## config.mk

```make
export PLATFORM = sky130hd
export DESIGN_NAME = face_core_scheduler
export DESIGN_NICKNAME = d
export VERILOG_FILES = /design/src/rtl/face_core_scheduler.sv
export SDC_FILE = /design/constraint.sdc
export NUM_CORES = 1
export LEC_CHECK = 0
export CAP_MARGIN = 10
export CORE_ASPECT_RATIO = 1.25
export CORE_UTILIZATION = 47
export CTS_BUF_LIST = sky130_fd_sc_hd__clkbuf_2 sky130_fd_sc_hd__clkbuf_4 sky130_fd_sc_hd__clkbuf_8
export DETAILED_ROUTE_END_ITERATION = 8
export PLACE_DENSITY = 0.78
export SLEW_MARGIN = 5
export SYNTH_ARGS = -nofsm -noshare
export SYNTH_HDL_FRONTEND = slang
export SYNTH_SLANG_ARGS = --single-unit
```

## constraint.sdc

```tcl
create_clock -name clk -period 5.89 [get_ports clk]
set_input_delay 0.8835 -clock clk [delete_from_list [all_inputs] [get_ports clk]]
set_output_delay 0.8835 -clock clk [all_outputs]
set_load 0.005 [all_outputs]
```

## src/rtl/face_core_scheduler.sv

```systemverilog
// Frame dispatcher for the face-detection core array: validates a frame request,
// launches cores in index order under an active-core cap and tracks completions.
module face_core_scheduler #(
    parameter int NUM_CORES  = 36,
    parameter int MAX_ACTIVE = 8,
    parameter int ID_W       = 6
) (
    input  logic                 clk,
    input  logic                 reset,
    input  logic                 start,
    input  logic [31:0]          size,
    output logic [31:0]          core_size,
    output logic                 core_mode,
    output logic [NUM_CORES-1:0] core_start,
    input  logic [NUM_CORES-1:0] core_done,
    output logic                 busy,
    output logic [ID_W-1:0]      active_cnt,
    output logic [ID_W-1:0]      done_cnt,
    output logic                 all_done,
    output logic                 err_size,
    output logic                 err_spurious
);
    localparam logic [2:0] S_IDLE     = 3'd0;
    localparam logic [2:0] S_SETUP    = 3'd1;
    localparam logic [2:0] S_DISPATCH = 3'd2;
    localparam logic [2:0] S_DRAIN    = 3'd3;
    localparam logic [2:0] S_DONE     = 3'd4;

    localparam logic [ID_W-1:0]      CAP     = ID_W'(MAX_ACTIVE);
    localparam logic [ID_W-1:0]      LAST_ID = ID_W'(NUM_CORES - 1);
    localparam logic [NUM_CORES-1:0] ONE     = NUM_CORES'(1);

    logic [2:0]           state_q, state_d;
    logic [NUM_CORES-1:0] running_q, running_d;
    logic [ID_W-1:0]      next_id_q, next_id_d;
    logic [31:0]          core_size_q, core_size_d;
    logic                 core_mode_q, core_mode_d;
    logic [NUM_CORES-1:0] core_start_q, core_start_d;
    logic                 busy_q, busy_d;
    logic [ID_W-1:0]      active_q, active_d;
    logic [ID_W-1:0]      done_q, done_d;
    logic                 all_done_q, all_done_d;
    logic                 err_size_q, err_size_d;
    logic                 err_spur_q, err_spur_d;
    logic [NUM_CORES-1:0] hit, spur, launch;

    function automatic logic [ID_W-1:0] popcnt(input logic [NUM_CORES-1:0] v);
        logic [ID_W-1:0] n;
        n = '0;
        for (int unsigned i = 0; i < NUM_CORES; i++) n = n + ID_W'(v[i]);
        return n;
    endfunction

    always_comb begin
        state_d      = state_q;
        next_id_d    = next_id_q;
        core_size_d  = core_size_q;
        core_mode_d  = core_mode_q;
        core_start_d = '0;
        busy_d       = busy_q;
        all_done_d   = 1'b0;
        err_size_d   = err_size_q;
        err_spur_d   = err_spur_q;
        launch       = '0;
        // A done on a core that is only being launched this cycle sees running_q=0: spurious.
        hit          = core_done & running_q;
        spur         = core_done & ~running_q;
        done_d       = done_q + popcnt(hit);

        case (state_q)
            S_IDLE: begin
                if (start) begin
                    err_size_d = 1'b0;
                    err_spur_d = 1'b0;
                    if (size[2:0] == 3'd0 && size >= 32'd48) begin
                        core_size_d = size;
                        core_mode_d = 1'b0;
                        busy_d      = 1'b1;
                        done_d      = '0;
                        next_id_d   = '0;
                        state_d     = S_SETUP;
                    end else begin
                        err_size_d = 1'b1;
                    end
                end
            end
            S_SETUP: state_d = S_DISPATCH;
            S_DISPATCH: begin
                if (active_q < CAP) begin
                    launch       = ONE << next_id_q;
                    core_start_d = launch;
                    next_id_d    = next_id_q + ID_W'(1);
                    if (next_id_q == LAST_ID) state_d = S_DRAIN;
                end
            end
            S_DRAIN: begin
                if (running_q == '0) begin
                    all_done_d = 1'b1;
                    state_d    = S_DONE;
                end
            end
            S_DONE: begin
                busy_d      = 1'b0;
                core_mode_d = 1'b1;
                state_d     = S_IDLE;
            end
            default: state_d = S_IDLE;
        endcase

        if (spur != '0) err_spur_d = 1'b1;
        running_d = (running_q & ~core_done) | launch;
        active_d  = popcnt(running_d);
    end

    always_ff @(posedge clk or posedge reset) begin
        if (reset) begin
            state_q      <= S_IDLE;
            running_q    <= '0;
            next_id_q    <= '0;
            core_size_q  <= '0;
            core_mode_q  <= 1'b1;
            core_start_q <= '0;
            busy_q       <= 1'b0;
            active_q     <= '0;
            done_q       <= '0;
            all_done_q   <= 1'b0;
            err_size_q   <= 1'b0;
            err_spur_q   <= 1'b0;
        end else begin
            state_q      <= state_d;
            running_q    <= running_d;
            next_id_q    <= next_id_d;
            core_size_q  <= core_size_d;
            core_mode_q  <= core_mode_d;
            core_start_q <= core_start_d;
            busy_q       <= busy_d;
            active_q     <= active_d;
            done_q       <= done_d;
            all_done_q   <= all_done_d;
            err_size_q   <= err_size_d;
            err_spur_q   <= err_spur_d;
        end
    end

    assign core_size    = core_size_q;
    assign core_mode    = core_mode_q;
    assign core_start   = core_start_q;
    assign busy         = busy_q;
    assign active_cnt   = active_q;
    assign done_cnt     = done_q;
    assign all_done     = all_done_q;
    assign err_size     = err_size_q;
    assign err_spurious = err_spur_q;
endmodule

```

==> results.md <==
- FF+latch area: 0.00325 sq mm
- Initial antenna violation count: 0
- Reg2reg start: active_cnt[4]$_DFF_PP0_
- Core area: between 0.015 and 0.02 sq mm
- Reg-to-Reg End: active_cnt[5]$_DFF_PP0_
- Via count: 5562
- Slew headroom: 50.1%
- EDFF count, synth: 0
- HPWL after DPL: approximately 15000 um
- Seq/Total Area, Yosys: 44.8%
- Unrepaired setup endpoints after global routing: yes
- Peak VDD IR: 0.187 mV
- CP Class: reg2reg
- Hold slack: 0.487 ns
- Least-Margin Pin Slew: 0.746 ns
- Sw Share: 38.5%
- Syn-to-layout area delta: 34.4%
- Commonest non-fill, non-tap cell in the layout: clkdlybuf4s50_1
- Worst EP required: around 6.3 ns
- Final Wtd Congestion: 0.964
- Comb power frac: between 40% and 50%
- PwrDens: 392 mW/mm^2
- Max cap viols: 0
- Final hold violations: 0
- Register-to-register setup slack: roughly 0.14 ns
- Hold Crit Start: core_size[0]$_DFFE_PP0P_
- Die footprint: 0.0159 sq mm
- 1st-iter DRT viols: 360
- Yosys cell types: 46
- Status: completed
- Ys flop type: dfrtp_1
- Clock power frac: 18.8%
- Final WS setup: around 0.14 ns
- H-tree depth: 4
- Place WS: -0.290 ns
- All-layer global routing usage: 25.7%
- Via density: 5.23
- GRT overflow: 0
- Fmax: 0.174 GHz
- Initial core utilization: 48.3%
- Reg2Reg Depth: 20
- Critical Path Source: active_cnt[4]$_DFF_PP0_
- Area occupied by multi-input gates: ~0.0035 sq mm
- Die Wd: 113 um
- Cts bufs inserted: 17
- Fin. max-slew vios: 0
- Cell-internal power: roughly 0.0024 W
- Synthesized Nets: 819
- First-pass GRT wire length: about 30000 um
- Drt wl/cell: 18.1 um
- Ant diodes: 0
- Pre-antenna DRT Iters: 5
- Num rows: 50
- Minimum clock period: 5.75 ns
- Count of hold-fix buffers inserted at cts: 0
- Io pins: approximately 160
- Fillers: 1181
- Cell leakage power: 4.69 nW
- DR DRC count: 0
- Worst Setup End Kind: register
- Worst Path Max Fanout: 6
- Sequential fraction of design power: 32.8%
- Vias in the first global route: roughly 5700
- Clock Tree Buf Depth: 2
- Most frequent cells in the layout: clkdlybuf4s50_1 (155), dfrtp_1 (129), inv_1 (128), fa_1 (56), nand2_1 (49)
- Mapped Cells: between 600 and 700
- TritonCTS Sinks: 130
- Clk slew on worst S/H paths: about 0.08 ns
- Largest net degree at the start of global routing: 49
- Final core utilization: approximately 65%
- Setup violators final: 0
- Mean Syn Cell Area: 10.9 sq um
- PortBufs: 155
- Root buffer cell: clkbuf_8
- Yosys reg bits: 130
- Last element of the critical path: active_cnt[5]$_DFF_PP0_
- Nets: between 1000 and 1500
- Final Skew: 0.0138 ns
- Share of cells above drive strength 1: 16.1%
- Startpoint types: register
- Clock insertion delay at the later pin of the skew report: around 0.47 ns
- WP data arrival: 6.12 ns
- CTS tree: built
- Total wire length: between 15000 and 20000 um
- Fin crit share: 97.7%
- Min-delay worst type: reg2reg
- Synth Warn #: 0
- Net Sw Power: about 0.0015 W
- Netlist Area Pre-Place: 0.00726 sq mm
- Final ANT Viol Nets: 0
- Die Ht: 141 um
- FFs w/ async S/R, synth: 100%
cells in the mapped netlist, types with 11 or more instances:
master	n	area, sq um
a21o_1	16	120
nor4_1	15	93.8
o22ai_1	21	131
ha_1	27	338
nand2_1	50	188
inv_1	129	484
a21oi_1	20	100
fa_1	58	1160
nor2_1	45	169
o21a_1	11	82.6
o21ai_0	14	70.1
mux2_2	29	327
dfrtp_1	129	3230
layout make-up:
class,count,share of cell area (%)
Tap cell,182,2.33
Sequential cell,130,33.4
Timing Repair Buffer,200,19.4
Clock buffer,20,2.82
Inverter,131,5.07
Clock inverter,12,1.00
Multi-Input combinational cell,389,36.0
worst max-delay path: stages, from the launching register on:
cell	delay, ns
dfrtp_1	0.42
nor3_4	0.31
buf_4	0.17
and3_2	0.25
nand3_4	0.15
o22ai_2	0.18
inv_1	0.09
fa_1	0.52
fa_1	0.39
inv_1	0.09
fa_1	0.47
fa_1	0.54
fa_1	0.55
inv_1	0.05
fa_1	0.56
inv_1	0.06
ha_1	0.30
a21o_1	0.17
a21oi_2	0.16
nor2b_1	0.06
o21a_1	0.16
layer usage:
layer	GRT usage, %	wire (um)	up-vias
met2	42.8	9530	254
met3	5.93	1340	52
met1	31.3	7560	2694
met4	13.0	784	0
met5	0	0	-
li1	-	-	2562
per-stage QoR:
step / setup TNS (ns) / cell area (sq um) / cells / power [W]
2_1_floorplan: 0 / 7260 / 663 / 0.00232
3_3_place_gp: -0.337 / 9290 / 1031 / 0.00302
3_5_place_dp: -0.870 / 9290 / 1031 / 0.00307
4_1_cts: 0 / 9670 / 1063 / 0.00381
5_1_grt: -0.154 / 9750 / 1064 / 0.00412
6_report: 0 / 9750 / 1064 / 0.00382
flip-flops by register name (all words and copies together), names as in the netlist, 3 cells and up:
name / cells
core_start: 36
state_q: 3
done_cnt: 6
next_id_q: 6
active_cnt: 6
running_q: 36
core_size: 32
power groups by stage:
stage / logic, W / registers [W] / clock network [W]
finish: 0.00185 / 0.00126 / 0.000720
floorplan: 0.00108 / 0.00124 / 0
global route: 0.00207 / 0.00128 / 0.000772
global placement: 0.00175 / 0.00126 / 0
detailed placement: 0.00180 / 0.00127 / 0
CTS: 0.00182 / 0.00125 / 0.000734
worst min path at each step:
stage,end,slack [ns],depth (start not counted)
after floorplan,err_spurious$_DFFE_PP0P_,0.47,2
after global placement,core_size[0]$_DFFE_PP0P_,0.47,1
after detailed placement,core_size[0]$_DFFE_PP0P_,0.47,1
after CTS,core_size[0]$_DFFE_PP0P_,0.49,1
after global routing,core_size[0]$_DFFE_PP0P_,0.50,1
final,core_size[0]$_DFFE_PP0P_,0.49,1
logic make-up (layout without fill, tap and decap cells):
family | count (synthesis) | after routing | share of synthesized area (%)
adder cells (fa/ha/maj) | 85 | 85 | 20.7
buffers and inverters | 144 | 363 | 7.83
multiplexers | 29 | 29 | 4.50
AND/OR/NAND/NOR | 164 | 164 | 11.6
flip-flops | 130 | 130 | 44.8
XOR/XNOR | 11 | 11 | 1.33
AO/OA/AOI/OAI | 100 | 100 | 9.24
repair_timing:
action | 4_1_cts | 5_1_grt
gates cloned | 0 | 0
setup endpoints to repair | 3 | 5
resized for setup | 2 | 18
buffers inserted | 0 | 1
pin swaps | 0 | 8
Power figures use the tool's default switching activity.
